## src/rtl/eq_pkg.sv

```systemverilog
// rtl/eq_pkg.sv - shared FSM type, unity gain constant and signed clamp helper for the EQ band mixer
package eq_pkg;

    typedef enum logic [1:0] {
        IDLE  = 2'd0,
        MAC   = 2'd1,
        ROUND = 2'd2
    } eq_state_t;

    localparam logic signed [15:0] GAIN_UNITY = 16'sh4000;

    // Clamp a signed value into the range of a w-bit signed number; callers truncate the result
    function automatic logic signed [63:0] sat_to_width(input logic signed [63:0] v, input int w);
        logic signed [63:0] max_v;
        logic signed [63:0] min_v;
        max_v = (64'sd1 <<< (w - 1)) - 64'sd1;
        min_v = -(64'sd1 <<< (w - 1));
        if (v > max_v) begin
            return max_v;
        end
        if (v < min_v) begin
            return min_v;
        end
        return v;
    endfunction

endpackage

```

## src/rtl/eq_band_mixer_if.sv

```systemverilog
// rtl/eq_band_mixer_if.sv - control, gain write, band input and mixed output signals of the EQ band mixer
interface eq_band_mixer_if #(
    parameter int NUM_BANDS = 4,
    parameter int IN_W      = 48,
    parameter int OUT_W     = 24,
    parameter int GAIN_W    = 16
);
    logic                     audio_en;
    logic                     gain_wr_en;
    logic [3:0]               gain_select;
    logic signed [GAIN_W-1:0] gain_wr_data;
    logic                     in_valid;
    logic signed [IN_W-1:0]   l_band_in [NUM_BANDS];
    logic signed [IN_W-1:0]   r_band_in [NUM_BANDS];
    logic signed [OUT_W-1:0]  l_data_out;
    logic signed [OUT_W-1:0]  r_data_out;
    logic                     data_valid;
    logic                     busy;
    logic                     overrun;

    modport master (
        output audio_en, gain_wr_en, gain_select, gain_wr_data, in_valid, l_band_in, r_band_in,
        input  l_data_out, r_data_out, data_valid, busy, overrun
    );

    modport slave (
        input  audio_en, gain_wr_en, gain_select, gain_wr_data, in_valid, l_band_in, r_band_in,
        output l_data_out, r_data_out, data_valid, busy, overrun
    );

endinterface

```

## src/rtl/eq_mac_lane.sv

```systemverilog
// rtl/eq_mac_lane.sv - one channel of band capture, gain multiply-accumulate and round/saturate
module eq_mac_lane
    import eq_pkg::*;
#(
    parameter int NUM_BANDS = 4,
    parameter int IN_W      = 48,
    parameter int COEF_FRAC = 15,
    parameter int OUT_W     = 24,
    parameter int GAIN_W    = 16,
    parameter int GAIN_FRAC = 14,
    parameter int IDX_W     = (NUM_BANDS > 1) ? $clog2(NUM_BANDS) : 1
) (
    input  logic                     clk,
    input  logic                     rst,
    input  logic                     flush,
    input  logic                     load,
    input  logic                     acc_en,
    input  logic                     rnd_en,
    input  logic [IDX_W-1:0]         band_idx,
    input  logic signed [GAIN_W-1:0] gain,
    input  logic signed [IN_W-1:0]   band_in [NUM_BANDS],
    output logic signed [OUT_W-1:0]  data_out
);
    localparam int PROD_W = OUT_W + GAIN_W;
    localparam int ACC_W  = OUT_W + GAIN_W + $clog2(NUM_BANDS);
    localparam logic signed [ACC_W:0] RND_HALF =
        {{(ACC_W + 1 - GAIN_FRAC){1'b0}}, 1'b1, {(GAIN_FRAC - 1){1'b0}}};

    logic signed [IN_W-1:0]   band_q [NUM_BANDS];
    logic signed [ACC_W-1:0]  acc_q;
    logic signed [OUT_W-1:0]  term;
    logic signed [PROD_W-1:0] prod;
    logic signed [ACC_W:0]    rnd_sum;
    logic signed [OUT_W-1:0]  rnd_sat;

    // Bring the selected band back to sample scale, clamp it, and weight it by its gain
    always_comb begin
        term = OUT_W'(sat_to_width(64'(band_q[band_idx]) >>> COEF_FRAC, OUT_W));
        prod = PROD_W'(term) * PROD_W'(gain);
    end

    // Round half up out of the gain fraction, then clamp so the output never wraps
    always_comb begin
        rnd_sum = (ACC_W + 1)'(acc_q) + RND_HALF;
        rnd_sat = OUT_W'(sat_to_width(64'(rnd_sum >>> GAIN_FRAC), OUT_W));
    end

    // Capture bands, accumulate one band per MAC clock, register the mixed sample in ROUND
    always_ff @(posedge clk or posedge rst) begin
        if (rst) begin
            for (int i = 0; i < NUM_BANDS; i++) begin
                band_q[i] <= '0;
            end
            acc_q    <= '0;
            data_out <= '0;
        end else if (flush) begin
            acc_q    <= '0;
            data_out <= '0;
        end else begin
            if (load) begin
                for (int i = 0; i < NUM_BANDS; i++) begin
                    band_q[i] <= band_in[i];
                end
                acc_q <= '0;
            end else if (acc_en) begin
                acc_q <= acc_q + ACC_W'(prod);
            end
            if (rnd_en) begin
                data_out <= rnd_sat;
            end
        end
    end

endmodule

```

## src/rtl/eq_band_mixer.sv

```systemverilog
// rtl/eq_band_mixer.sv - per-band gain, band summing and 24-bit round/saturate after the FIR bank
module eq_band_mixer
    import eq_pkg::*;
#(
    parameter int NUM_BANDS = 4,
    parameter int IN_W      = 48,
    parameter int COEF_FRAC = 15,
    parameter int OUT_W     = 24,
    parameter int GAIN_W    = 16,
    parameter int GAIN_FRAC = 14
) (
    input  logic          clk,
    input  logic          reset,
    eq_band_mixer_if.slave bus
);
    localparam int IDX_W = (NUM_BANDS > 1) ? $clog2(NUM_BANDS) : 1;
    localparam logic [IDX_W-1:0] LAST_IDX = IDX_W'(NUM_BANDS - 1);

    eq_state_t                state_q;
    eq_state_t                state_d;
    logic [IDX_W-1:0]         band_idx_q;
    logic signed [GAIN_W-1:0] gain_q      [NUM_BANDS];
    logic signed [GAIN_W-1:0] gain_snap_q [NUM_BANDS];
    logic                     gain_hit;
    logic                     capture;
    logic                     acc_en;
    logic                     rnd_en;
    logic                     flush;
    logic                     drop;
    logic                     data_valid_q;
    logic                     overrun_q;

    assign gain_hit = bus.gain_wr_en && (int'(bus.gain_select) < NUM_BANDS);

    // Live gain registers: writes land on the next clock at any time and never stall the datapath
    always_ff @(posedge clk or posedge reset) begin
        if (reset) begin
            for (int i = 0; i < NUM_BANDS; i++) begin
                gain_q[i] <= GAIN_W'(GAIN_UNITY);
            end
        end else if (gain_hit) begin
            gain_q[bus.gain_select[IDX_W-1:0]] <= bus.gain_wr_data;
        end
    end

    // Freeze the gains at capture so a write during a frame only affects the next frame
    always_ff @(posedge clk or posedge reset) begin
        if (reset) begin
            for (int i = 0; i < NUM_BANDS; i++) begin
                gain_snap_q[i] <= GAIN_W'(GAIN_UNITY);
            end
        end else if (capture) begin
            for (int i = 0; i < NUM_BANDS; i++) begin
                gain_snap_q[i] <= gain_q[i];
            end
        end
    end

    // FSM state register
    always_ff @(posedge clk or posedge reset) begin
        if (reset) begin
            state_q <= IDLE;
        end else begin
            state_q <= state_d;
        end
    end

    // FSM next state: audio_en low aborts from any state
    always_comb begin
        state_d = state_q;
        if (!bus.audio_en) begin
            state_d = IDLE;
        end else begin
            case (state_q)
                IDLE:    if (bus.in_valid) state_d = MAC;
                MAC:     if (band_idx_q == LAST_IDX) state_d = ROUND;
                ROUND:   state_d = IDLE;
                default: state_d = IDLE;
            endcase
        end
    end

    // FSM outputs: strobes shared by both lanes plus busy and the overrun trigger
    always_comb begin
        flush    = !bus.audio_en;
        capture  = bus.audio_en && (state_q == IDLE) && bus.in_valid;
        acc_en   = bus.audio_en && (state_q == MAC);
        rnd_en   = bus.audio_en && (state_q == ROUND);
        drop     = bus.audio_en && (state_q != IDLE) && bus.in_valid;
        bus.busy = (state_q != IDLE);
    end

    // Band index walk, one-clock data_valid strobe and sticky overrun flag
    always_ff @(posedge clk or posedge reset) begin
        if (reset) begin
            band_idx_q   <= '0;
            data_valid_q <= 1'b0;
            overrun_q    <= 1'b0;
        end else if (flush) begin
            band_idx_q   <= '0;
            data_valid_q <= 1'b0;
            overrun_q    <= 1'b0;
        end else begin
            if (capture) begin
                band_idx_q <= '0;
            end else if (acc_en) begin
                band_idx_q <= band_idx_q + IDX_W'(1);
            end
            data_valid_q <= rnd_en;
            if (drop) begin
                overrun_q <= 1'b1;
            end
        end
    end

    assign bus.data_valid = data_valid_q;
    assign bus.overrun    = overrun_q;

    eq_mac_lane #(
        .NUM_BANDS (NUM_BANDS),
        .IN_W      (IN_W),
        .COEF_FRAC (COEF_FRAC),
        .OUT_W     (OUT_W),
        .GAIN_W    (GAIN_W),
        .GAIN_FRAC (GAIN_FRAC),
        .IDX_W     (IDX_W)
    ) u_lane_l (
        .clk      (clk),
        .rst      (reset),
        .flush    (flush),
        .load     (capture),
        .acc_en   (acc_en),
        .rnd_en   (rnd_en),
        .band_idx (band_idx_q),
        .gain     (gain_snap_q[band_idx_q]),
        .band_in  (bus.l_band_in),
        .data_out (bus.l_data_out)
    );

    eq_mac_lane #(
        .NUM_BANDS (NUM_BANDS),
        .IN_W      (IN_W),
        .COEF_FRAC (COEF_FRAC),
        .OUT_W     (OUT_W),
        .GAIN_W    (GAIN_W),
        .GAIN_FRAC (GAIN_FRAC),
        .IDX_W     (IDX_W)
    ) u_lane_r (
        .clk      (clk),
        .rst      (reset),
        .flush    (flush),
        .load     (capture),
        .acc_en   (acc_en),
        .rnd_en   (rnd_en),
        .band_idx (band_idx_q),
        .gain     (gain_snap_q[band_idx_q]),
        .band_in  (bus.r_band_in),
        .data_out (bus.r_data_out)
    );

endmodule

```

## src/flat_wrapper.sv

```systemverilog
// flat-port wrapper written by rule: the top's interface ports become plain ports
module eq_band_mixer_flat import eq_pkg::*;
#(
    parameter int NUM_BANDS = 4,
    parameter int IN_W      = 48,
    parameter int COEF_FRAC = 15,
    parameter int OUT_W     = 24,
    parameter int GAIN_W    = 16,
    parameter int GAIN_FRAC = 14
)
  (clk, reset, bus_audio_en, bus_gain_wr_en, bus_gain_select, bus_gain_wr_data, bus_in_valid, bus_l_band_in, bus_r_band_in, bus_l_data_out, bus_r_data_out, bus_data_valid, bus_busy, bus_overrun);
  eq_band_mixer_if #(.NUM_BANDS(NUM_BANDS), .IN_W(IN_W), .OUT_W(OUT_W), .GAIN_W(GAIN_W)) bus_i ();
  input  logic clk;
  input  logic reset;
  input wire logic [$bits(bus_i.audio_en)-1:0] bus_audio_en;
  input wire logic [$bits(bus_i.gain_wr_en)-1:0] bus_gain_wr_en;
  input wire logic [$bits(bus_i.gain_select)-1:0] bus_gain_select;
  input wire logic [$bits(bus_i.gain_wr_data)-1:0] bus_gain_wr_data;
  input wire logic [$bits(bus_i.in_valid)-1:0] bus_in_valid;
  input wire logic [$bits(bus_i.l_band_in)-1:0] bus_l_band_in;
  input wire logic [$bits(bus_i.r_band_in)-1:0] bus_r_band_in;
  output wire logic [$bits(bus_i.l_data_out)-1:0] bus_l_data_out;
  output wire logic [$bits(bus_i.r_data_out)-1:0] bus_r_data_out;
  output wire logic [$bits(bus_i.data_valid)-1:0] bus_data_valid;
  output wire logic [$bits(bus_i.busy)-1:0] bus_busy;
  output wire logic [$bits(bus_i.overrun)-1:0] bus_overrun;
  assign bus_i.audio_en = bus_audio_en;
  assign bus_i.gain_wr_en = bus_gain_wr_en;
  assign bus_i.gain_select = bus_gain_select;
  assign bus_i.gain_wr_data = bus_gain_wr_data;
  assign bus_i.in_valid = bus_in_valid;
  assign bus_i.l_band_in = {>>{bus_l_band_in}};
  assign bus_i.r_band_in = {>>{bus_r_band_in}};
  assign bus_l_data_out = bus_i.l_data_out;
  assign bus_r_data_out = bus_i.r_data_out;
  assign bus_data_valid = bus_i.data_valid;
  assign bus_busy = bus_i.busy;
  assign bus_overrun = bus_i.overrun;
  eq_band_mixer #(.NUM_BANDS(NUM_BANDS), .IN_W(IN_W), .COEF_FRAC(COEF_FRAC), .OUT_W(OUT_W), .GAIN_W(GAIN_W), .GAIN_FRAC(GAIN_FRAC)) u_core (.clk(clk), .reset(reset), .bus(bus_i));
endmodule
```

## config.mk

```make
export PLATFORM = sky130hd
export DESIGN_NAME = eq_band_mixer_flat
export DESIGN_NICKNAME = d
export VERILOG_FILES = /design/src/rtl/eq_pkg.sv /design/src/rtl/eq_band_mixer_if.sv /design/src/rtl/eq_mac_lane.sv /design/src/rtl/eq_band_mixer.sv /design/src/flat_wrapper.sv
export SDC_FILE = /design/constraint.sdc
export NUM_CORES = 2
export LEC_CHECK = 0
export ABC_CLOCK_PERIOD_IN_PS = 23500
export CAP_MARGIN = 30
export CORE_ASPECT_RATIO = 1.5
export CORE_MARGIN = 1
export CORE_UTILIZATION = 60
export CTS_CLUSTER_DIAMETER = 100
export DETAILED_ROUTE_END_ITERATION = 8
export PLACE_DENSITY = 0.82
export SLEW_MARGIN = 40
export SYNTH_ARGS = -nofsm -noshare
export SYNTH_HDL_FRONTEND = slang
export SYNTH_SLANG_ARGS = --single-unit
export TNS_END_PERCENT = 50
```

## constraint.sdc

```tcl
create_clock -name clk -period 23.5 [get_ports clk]
set_input_delay 2.35 -clock clk [delete_from_list [all_inputs] [get_ports clk]]
set_output_delay 2.35 -clock clk [all_outputs]
set_load 0.01 [all_outputs]
```

# Word level (Yosys, flattened, before mapping)
# Index checks and enable logic that the tools add are counted.
# word_totals
ff_bits	650
inputBits	409
# op_classes
n_addsub	5
mul	2
order_cmp	12
eq_ne	8
n_mux	60
bitwise_logic	2
n_reduce_logical	12
# ops
cell	n
$mux W24	20
$mux W42	6
$bmux W48 S2	2
$mux W48	4
$add A42 B15 Y43 const B	2
$add A42 B40 Y42	2
$mul A24 B16 Y40	2
$gt A33 B24 Y1 const B	2
$lt A33 B24 Y1 const B	2
$bwmux W64	1
$gt A29 B24 Y1 const B	2
$lt A29 B24 Y1 const B	2
$mux W16	3
$bmux W16 S2	1
$demux W16 S2	1
$mux W1	15
$mux W2	6
$logic_and A1 B1 Y1	8
$ge A3 B3 Y1 const B	2
$not A2 Y3	2
$eq A2 B2 Y1 const B	2
$lt A4 B3 Y1 const B	1
$ne A2 B1 Y1 const B	2
$pmux W2 S2	1
9 further kinds	10

# Depth between registers and ports, before layout
# logic_depth
ltp_word	14
ltp_mapped	34
mapped_depth_nobuf	29

# Hierarchy
# Synthesis repeated with hierarchy kept, for this count alone.
# unflattened
hier_cells	5060
area_unflattened_um2	54365.9
# modules_own_cells
mod	n_inst	cells_each	area_per_inst_um2	seq_area_each_um2
eq_mac_lane (u_core.u_lane_r)	1	2390	24588.6	4954.8
eq_mac_lane (u_core.u_lane_l)	1	2353	24260.8	4954.8
eq_band_mixer	1	317	5516.5	3363.2

# Least setup slack after synthesis
# Ideal clock, no wire load.
# synth_path
path_type	flip-flop to flip-flop
from	reg u_core.band_idx_q[1]
to	reg u_core.u_lane_r.acc_q[36]
setup_ps	122
arrival_time_ps	7733
slack_ps	15646
path_stages_with_launch	33
path_buffers	8
period_less_slack_ps	7854
cell_sequence	dfrtp_1 buf_4 buf_6 buf_4 buf_4 buf_2 buf_4 mux2i_1 nand2_1 o21ai_1 clkbuf_1 nor2_1 fa_1 inv_1 fa_1 fa_1 inv_1 fa_1 fa_1 inv_1 fa_1 inv_1 ha_1 buf_2 a21oi_2 a21oi_1 a211o_1 a21oi_1 nand2_1 o31ai_4 nor3_1 or3_1 a32o_1
# synth_between
elab_chain_len	14
elab_cells_between_ends	20
cone_classes	add/sub: 1; mul: 1; order compare: 2; mux: 15; bitwise: 1
# synth_rtl
element	line_no	rtl
start, declared	eq_band_mixer.sv:21	logic [IDX_W-1:0] band_idx_q;
start signal, assigned	eq_band_mixer.sv:107	band_idx_q <= band_idx_q + IDX_W'(1);
$not A2 Y3 (not written as such) (*)	eq_mac_lane.sv:38, eq_band_mixer.sv:156	
$bmux W48 S2	eq_mac_lane.sv:38	term = OUT_W'(sat_to_width(64'(band_q[band_idx]) >>> COEF_FRAC, OUT_W));
$mux W48 (not written as such) (2 in series)	eq_mac_lane.sv:38	
$lt A33 B24 Y1	eq_pkg.sv:21	if (v < min_v) begin
$mux W1 (2 in series)	eq_pkg.sv:21	
$mux W24	eq_pkg.sv:24	return v;
$mux W24	eq_pkg.sv:21	
$mul A24 B16 Y40 (*)	eq_mac_lane.sv:39	prod = PROD_W'(term) * PROD_W'(gain);
$add A42 B40 Y42 (*)	eq_mac_lane.sv:66	acc_q <= acc_q + ACC_W'(prod);
$mux W42 (*)	eq_mac_lane.sv:65	end else if (acc_en) begin
$mux W42 (*)	eq_mac_lane.sv:60	if (load) begin
$mux W42 (*)	eq_mac_lane.sv:56	end else if (flush) begin
end signal, assigned	eq_mac_lane.sv:66	
end, declared	eq_mac_lane.sv:30	logic signed [ACC_W-1:0] acc_q;
# Mark *: on every way between the ends. The rest lies on a longest branch, timed or not. The select of a mux whose other input is x is not followed.
# A chain may end at the register's enable or synchronous reset.

# Worst setup path after layout
# layout_path
from	reg u_core.band_idx_q[1]
to	reg u_core.u_lane_r.acc_q[41]
# The elaborated chain is that of the path after synthesis.

==> results by group <==
Synth
  • Yosys cell types: between 80 and 90
  • Post-synthesis sequential area ratio: between 20% and 30%
  • Top cells by area, synth: fa_1 32%, dfrtp_1 25%, mux2_2 8.6%
  • Main flop type after synthesis: dfrtp_1
  • Synthesized area: about 0.053 mm2
  • Post-synth ARST share: 100%
  • Synth Register Bits: 530
  • Area share of the largest cell type after synthesis: about a third
  • Post-synth top area cell: fa_1
  • Post-Syn Nets: 6520
  • Yosys warning total: 0
  • Mapped Cells: 5022
  • Post-synth EDFFs: 0
  • Synth Area per Inst: between 10 and 15 um2

Die
  • Chip height: ~370 um
  • CORE AREA: 0.0879 mm2
  • Io pins: 460
  • Die Span X: between 200 and 250 um
  • Die area: 0.0900 mm2
  • Initial Util: 60.6%
  • Rows: 133

Timing
  • Crit path time final: about 11000 ps
  • Final setup margin: between 10000 and 15000 ps
  • Setup TNS: 0 ps
  • Slew of the pin with the lowest slew margin: around 1000 ps
  • Final worst path period share: around 46%
  • Hold Violations, Final: 0
  • Slew headroom: around 33%
  • Fmax: 93.0 MHz
  • Fin Clk Skew: between 20 and 25 ps
  • RSZ-0062 raised after global routing: false
  • Setup-failing EPs final: 0
  • Fin. max-slew vios: 0

Worst setup path
  • CP max FO: 42
  • CP dominant cell by count: fa_1
  • Crit path largest cell delay: between 700 and 800 ps
  • Critical Path AT: between 10000 and 15000 ps
  • Required time worst endpoint: 23990 ps
  • Critical path endpoint category: flip-flop
  • Launching element type of the critical path: flip-flop
  • Worst path slowest cell: dfrtp_4
  • Crit Path Class: flip-flop to flip-flop

Routing
  • WL final: 145000 um
  • Vias per cell: 5.89
  • Via count: around 38000
  • Wirelength per Cell: 22.5 um
  • DRC Markers: 0
  • Antenna-violating nets left: 0
  • Initial DRC Count: roughly 2600
  • Drt first pass iters: 8

CTS
  • CTS tree: done
  • CTS Root Cell: clkbuf_16
  • # resized after CTS: 0
  • Htree depth: 2
  • Clock transition at path regs: 60 ps
  • Clock Sinks: 530
  • Hold Buf Count CTS: 0
  • Clock Latency Late Sink: approximately 640 ps
  • Post-CTS Setup Repair Bufs: 0
  • Clock Tree Buf Depth: 3
  • CTS Buf Count: 52

Placement
  • PortBufs: 339
  • Post-DP HPWL: between 100000 and 150000 um
  • Post-place setup slack: 13100 ps
  • Gpl congestion: roughly 0.94
  • Placed insts: roughly 6300

Global routing
  • Initial antenna violation count: 11
  • First-pass GRT wire length: between 200000 and 250000 um
  • Total GRT Usage: roughly a third
  • Number of global-route vias before repair: ~43000
  • Largest net degree at the start of global routing: 80
  • Grt total ovfl: 0

Flow run
  • Max Cap Viol: 0

Layout
  • Fill cell count: approximately 6400
  • Share of layout cells above drive strength 1: 13.1%
  • Non-filler instance count after layout: 6441
  • Multi-input gate area: roughly 0.036 mm2
  • Fin util: 67.9%
  • Commonest cells after routing, fill and taps aside: 946 x inv_1, 848 x fa_1, 534 x nand2_1, 520 x dfrtp_1, 406 x mux2_2
  • Leading cell type in the layout, fill and taps excluded: inv_1
  • Area growth syn-to-layout: 11.9%
  • Sequential cell area: approximately 0.013 mm2
  • Layout net count: roughly 6700

Run status
  • Outcome: finished, final reports clean

Hold path
  • Min-delay worst type: flip-flop to flip-flop
-- synth_stat cells (69+ instances only) --
library cell / count
a21oi_1: 91
o21a_1: 69
nor2_1: 384
mux2_2: 406
buf_2: 73
inv_1: 947
clkbuf_1: 133
ha_1: 239
nand2_1: 534
fa_1: 850
dfrtp_1: 522
o21ai_0: 80
xnor2_1: 83
-- area by class of cell --
cell class	count	area share (%)
sequential	530	22.3
antenna	5	0.0210
clock inverter	20	0.462
clock buffer	74	2.49
timing repair buffer	403	6.64
inverter	948	5.98
multi-input combinational	3314	59.7
tap	1147	2.41
-- cell families (layout without fill, tap and decap cells) --
kind of cell | after synthesis | after routing | synth area share, %
simple gates | 1116 | 1116 | 8.88
flops | 530 | 530 | 24.9
mux | 490 | 490 | 11.8
xor+xnor | 132 | 132 | 2.17
other cells | 0 | 5 | 0
fa+ha+maj | 1089 | 1089 | 37.5
compound gates | 487 | 487 | 6.10
buf+inv | 1178 | 1445 | 8.64
-- flip-flops by register name (all words and copies together), names as in the netlist, 24 cells and up --
register	cells
u_core.u_lane_r.data_out	24
u_core.u_lane_l.data_out	24
u_core.gain_q	64
u_core.u_lane_l.band_q	132
u_core.u_lane_r.acc_q	42
u_core.u_lane_l.acc_q	42
u_core.gain_snap_q	64
u_core.u_lane_r.band_q	132
-- routing by layer --
| layer | vias to the layer above | track usage (%) | part of all wire, % |
|---|---|---|---|
| li1 | 16187 | - | - |
| met1 | 19369 | 39.6 | 35 |
| met2 | 1818 | 56.4 | 49 |
| met3 | 573 | 7.71 | 8.7 |
| met4 | 8 | 19.3 | 6.8 |
| met5 | - | 0 | 0.039 |
-- critical path: cells and delay by family, from the launching register on --
family                   cells  cell delay (ps)
flip-flops                   1              730
XOR/XNOR                     1              150
adder cells (fa/ha/maj)      7             3620
buffers and inverters        5             1240
AO/OA/AOI/OAI                8             2590
multiplexers                 1              420
AND/OR/NAND/NOR              5             1770
-- stage by stage --
step	hold slack [ps]	cell area (um2)
floorplan	456	53300
global placement	460	57700
detailed placement	465	57800
CTS	478	59600
global route	489	59600
finish	472	59600
-- path summary, 6_finish.rpt --
kind,slack (ps),cells past startpoint,endpoint,start
min in group asynchronous,2110,2,u_core.u_lane_r.band_q[37],reset
worst min register to register,470,1,u_core.u_lane_r.data_out[12],u_core.u_lane_r.data_out[12]
worst max-delay path,12740,27,u_core.u_lane_r.acc_q[41],u_core.band_idx_q[1]
worst min-delay path,470,1,u_core.u_lane_r.data_out[12],u_core.u_lane_r.data_out[12]
worst max register to register,12740,27,u_core.u_lane_r.acc_q[41],u_core.band_idx_q[1]
max in group asynchronous,19280,6,u_core.gain_snap_q[6],reset
Power is not shown: default switching activity piles up to over one toggle a cycle in this logic, so the estimate is an artifact.
